### src/rtl/ym_phase_gen.sv
// Two-phase c1/c2 clock-enable generator with slot counter, cycle-sync flag
// and a post-reset stretched internal clear.
module ym_phase_gen #(
  parameter int DIV       = 6,
  parameter int SLOTS     = 24,
  parameter int SLOT_W    = 5,
  parameter int IC_CYCLES = 2
) (
  input  logic              MCLK,
  input  logic              reset,
  input  logic              hold,
  output logic              c1,
  output logic              c2,
  output logic [SLOT_W-1:0] slot,
  output logic              sync,
  output logic              ic_out
);

  localparam int PRE_W = $clog2(2 * DIV);
  localparam int IC_W  = (IC_CYCLES > 1) ? $clog2(IC_CYCLES) : 1;

  localparam logic [PRE_W-1:0]  PRE_C1    = PRE_W'(DIV - 1);
  localparam logic [PRE_W-1:0]  PRE_LAST  = PRE_W'(2 * DIV - 1);
  localparam logic [SLOT_W-1:0] SLOT_LAST = SLOT_W'(SLOTS - 1);
  localparam logic [IC_W-1:0]   ICC_LAST  = IC_W'(IC_CYCLES - 1);

  logic [PRE_W-1:0]  r_pre;
  logic              r_c1;
  logic              r_c2;
  logic [SLOT_W-1:0] r_slot;
  logic [IC_W-1:0]   r_icc;
  logic              r_ic;

  logic w_last_slot;
  logic w_wrap;

  assign w_last_slot = (r_slot == SLOT_LAST);
  assign w_wrap      = r_c2 && w_last_slot;

  // NOTE: every state register uses non-blocking assignment so all of them
  // see the pre-edge values of r_pre / r_c2 / r_slot in the same cycle.
  always_ff @(posedge MCLK) begin
    if (reset) begin
      r_pre  <= '0;
      r_c1   <= 1'b0;
      r_c2   <= 1'b0;
      r_slot <= '0;
      r_icc  <= '0;
      r_ic   <= 1'b1;
    end else if (hold) begin
      // Everything but the pulses freezes, so resumption continues from r_pre.
      r_c1 <= 1'b0;
      r_c2 <= 1'b0;
    end else begin
      r_pre <= (r_pre == PRE_LAST) ? '0 : r_pre + PRE_W'(1);
      r_c1  <= (r_pre == PRE_C1);
      r_c2  <= (r_pre == PRE_LAST);
      if (r_c2) begin
        r_slot <= w_last_slot ? '0 : r_slot + SLOT_W'(1);
      end
      if (w_wrap && r_ic) begin
        if (r_icc == ICC_LAST) begin
          r_ic <= 1'b0;
        end else begin
          r_icc <= r_icc + IC_W'(1);
        end
      end
    end
  end

  assign c1     = r_c1;
  assign c2     = r_c2;
  assign slot   = r_slot;
  assign sync   = w_last_slot;
  assign ic_out = r_ic;

endmodule

### config.mk
export PLATFORM = sky130hd
export DESIGN_NAME = ym_phase_gen
export DESIGN_NICKNAME = d
export VERILOG_FILES = /design/src/rtl/ym_phase_gen.sv
export SDC_FILE = /design/constraint.sdc
export NUM_CORES = 1
export LEC_CHECK = 0
export BUFFER_PORTS_ARGS = -buffer_cell sky130_fd_sc_hd__buf_2
export CORE_MARGIN = 4
export CORE_UTILIZATION = 29
export CTS_BUF_LIST = sky130_fd_sc_hd__clkbuf_4
export DETAILED_ROUTE_END_ITERATION = 10
export SLEW_MARGIN = 0
export SYNTH_ARGS = -nofsm -noshare
export SYNTH_HDL_FRONTEND = slang
export SYNTH_SLANG_ARGS = --single-unit
### constraint.sdc
create_clock -name MCLK -period 2 [get_ports MCLK]
set_clock_uncertainty 0.2 [all_clocks]
set_input_delay 0.2 -clock MCLK [delete_from_list [all_inputs] [get_ports MCLK]]
set_output_delay 0.2 -clock MCLK [all_outputs]
set_load 0.01 [all_outputs]
==> run_results.csv <==
group,metric,value,unit
critical_path,startpoint,"slot[0]$_SDFFE_PP0P_",
critical_path,cp_top_family,"simple AND/OR/NAND/NOR gates",
critical_path,critPathLaunchType,"flop",
sta,setup_slack,0.2663,ns
critical_path,endpoint_kind,"flop",
die,design.die.area,2736,sq um
clocking,clkSinkCount,13,
logic_synthesis,ys_seq_elements,13,
detailed_routing,via_per_inst,4.745,
min_path,hold_path.class,"input pin to flop",
grt,antenna_found_initial,0,
sta,worst_slew_pin_slew,0.2335,ns
critical_path,cp_num_buf_inv,0,
run_status,status,"finished clean",
power_and_ir_drop,peakVddDrop,330.7,uV
clocking,cts_tree,"built",
placement,post-place-ws,0.3128,ns
logic_synthesis,yosysSeqAreaShare,45.71,%
detailed_routing,drt-pass1-iter-count,4,
cells_and_area,synthToLayoutAreaGrowth,17.14,%
clocking,cts.repair.resized,0,
clocking,clock_latency,0.27,ns
cells_and_area,layout-drive-gt1-share,20.78,%
die,die_h,52.31,um
detailed_routing,drc,0,
logic_synthesis,synth-main-ff-cell,"dfxtp_1",
clocking,clk_path_buf_depth,2,
clocking,htree_levels,1,
min_path,hp-start,"hold",
placement,place_area,636.9,sq um
logic_synthesis,avgSynthCellArea,8.758,sq um
critical_path,crit_fanout,5,
detailed_routing,wirelength,1.096,mm
die,rows,15,
detailed_routing,vias,484,
sta,slew_viol_final,0,
logic_synthesis,yosys-top-cells-area,"dfxtp_1 (46%), a21oi_1 (7.0%), ha_1 (6.6%), nand2_1 (4.6%), o21ai_0 (4.4%)",
sta,finalHoldViolCount,0,
cells_and_area,final_area,666.9,sq um
logic_synthesis,synth-edff-count,0,
placement,gp_congestion,0.6951,
critical_path,path_class,"flop to flop",
logic_synthesis,synthDistinctLibCells,25,
logic_synthesis,ys_async_sr_fraction,0,%
logic_synthesis,yosys_warnings,0,
clocking,path_clk_slew,0.08,ns
die,core,1802,sq um
grt,grt_pass1_vias,475,
placement,place.port_buffers,11,
critical_path,cp_slowest_cell,"or4_1",
critical_path,arrival,1.74,ns
critical_path,r2r-start,"slot[0]$_SDFFE_PP0P_",
detailed_routing,wl_per_cell,10.75,um
sta,rsz0062_at_grt,"false",
logic_synthesis,syn_area,569.3,sq um
job,maxCapViolations,0,
sta,finalCriticalPeriod,1.734,ns
grt,grt-ovfl-total,0,
detailed_routing,drtIter0Drc,2,
logic_synthesis,synth_common_cells,"dfxtp_1 (13), a21oi_1 (8), nand2_1 (7)",
critical_path,required,2.00,ns
logic_synthesis,yosysTopAreaCell,"dfxtp_1",
clocking,clockRootBuffer,"clkbuf_4",
power_and_ir_drop,power_density,688.4,nW/um^2
placement,dp_cells,98,
clocking,cts_buffers,3,
die,start_util,31.60,%
sta,fin_crit_sh,86.69,%
sta,setup_viol,0,
sta,max_freq,576.8,MHz
cells_and_area,finalNonFillerCells,102,
logic_synthesis,synth_most_common_cell,"dfxtp_1",
critical_path,critPathMaxStageDelay,0.51,ns
sta,fin_tns_setup,0,ns
cells_and_area,finalNetCount,84,
clocking,postCtsSetupRepairBufs,0,
detailed_routing,drt.antenna.violating_nets,0,
grt,grt_pass1_wl,2.021,mm
sta,maxSlewHeadroom,84.22,%
logic_synthesis,yosysTopAreaCellShare,45.71,%
cells_and_area,antenna_cells,0,
placement,dp_hpwl,778.5,um
logic_synthesis,synth_nets,71,
logic_synthesis,synthesis.instances,65,
grt,grt_usage,9.870,%
power_and_ir_drop,static-leakage-power,0.2620,nW
clocking,cts_hold_buf,0,
die,top_level_ports,12,
critical_path,crit_chain,"ha_1, and4b_1, or4_1, a21oi_1",
die,die_w,52.31,um
grt,grt_max_degree,14,
-- power by group --
| group | total, W | leakage (nW) | internal (W) | switching [W] |
|---|---|---|---|---|
| sequential | 0.000266 | 0.105 | 0.000262 | 0.00000414 |
| combinational | 0.0000195 | 0.139 | 0.00000743 | 0.0000121 |
| clock | 0.000174 | 0.0184 | 0.0000907 | 0.0000830 |
-- logic make-up after synthesis --
| family | share of synthesized area, % |
|---|---|
| xor gates and xnor gates | 1.539 |
| and+or+nand+nor | 26.37 |
| DFF | 45.71 |
| adders and majority gates | 6.594 |
| AOI/OAI and AO/OA | 15.17 |
| buffers and inverters | 4.614 |
-- stage by stage --
step | util [%] | total power (W) | hold slack (ns)
after floorplan | - | 0.0002846 | 0.07632
after global placement | 35.35 | 0.0002903 | 0.2579
after detailed placement | 35.35 | 0.0002913 | 0.2601
after CTS | 37.01 | 0.0004673 | 0.03928
after global routing | 37.01 | 0.0004909 | 0.06059
final | 37.01 | 0.0004591 | 0.05162
-- registers in the layout, summed over array words and instances (netlist names) --
signal and cells:
c1 1, ic_out 1, c2 1, r_icc 1
r_pre 4, slot 5
-- area by class of cell --
cell class	count	area, sq um
Timing Repair Buffer	11	55.05
Sequential cell	13	260.3
Multi-Input combinational cell	47	282.8
Clock buffer	4	30.03
Inverter	2	7.507
Tap cell	25	31.28
Fill cell	200	1135
-- placed cells by master, fill, tap and decap left out, types with 3 or more instances in the layout --
master,synthesis,routed
nor2_1,6,6
a21oi_1,8,8
ha_1,3,3
buf_2,0,11
dfxtp_1,13,13
o21ai_0,5,5
nand2_1,7,7
clkbuf_4,0,4
-- per-layer routing --
layer  vias to the layer above  global-route usage [%]  part of all wire [%]
li1                        252                       -                     -
met1                       221                   10.86                    47
met2                        11                   16.12                    47
met3                         0                   4.558                   5.9
met4                         0                   4.255                     0
met5                         -                       0                     0
-- path summary, 6_finish.rpt --
kind,end,slack (ns),cells past startpoint
setup / recovery,slot[3]$_SDFFE_PP0P_,0.27,4
setup reg to reg,slot[3]$_SDFFE_PP0P_,0.27,4
hold reg to reg,r_icc$_SDFFE_PP0P_,0.27,2
hold / removal,c2$_SDFF_PP0_,0.05,2
(Power assumes the default switching activity.)
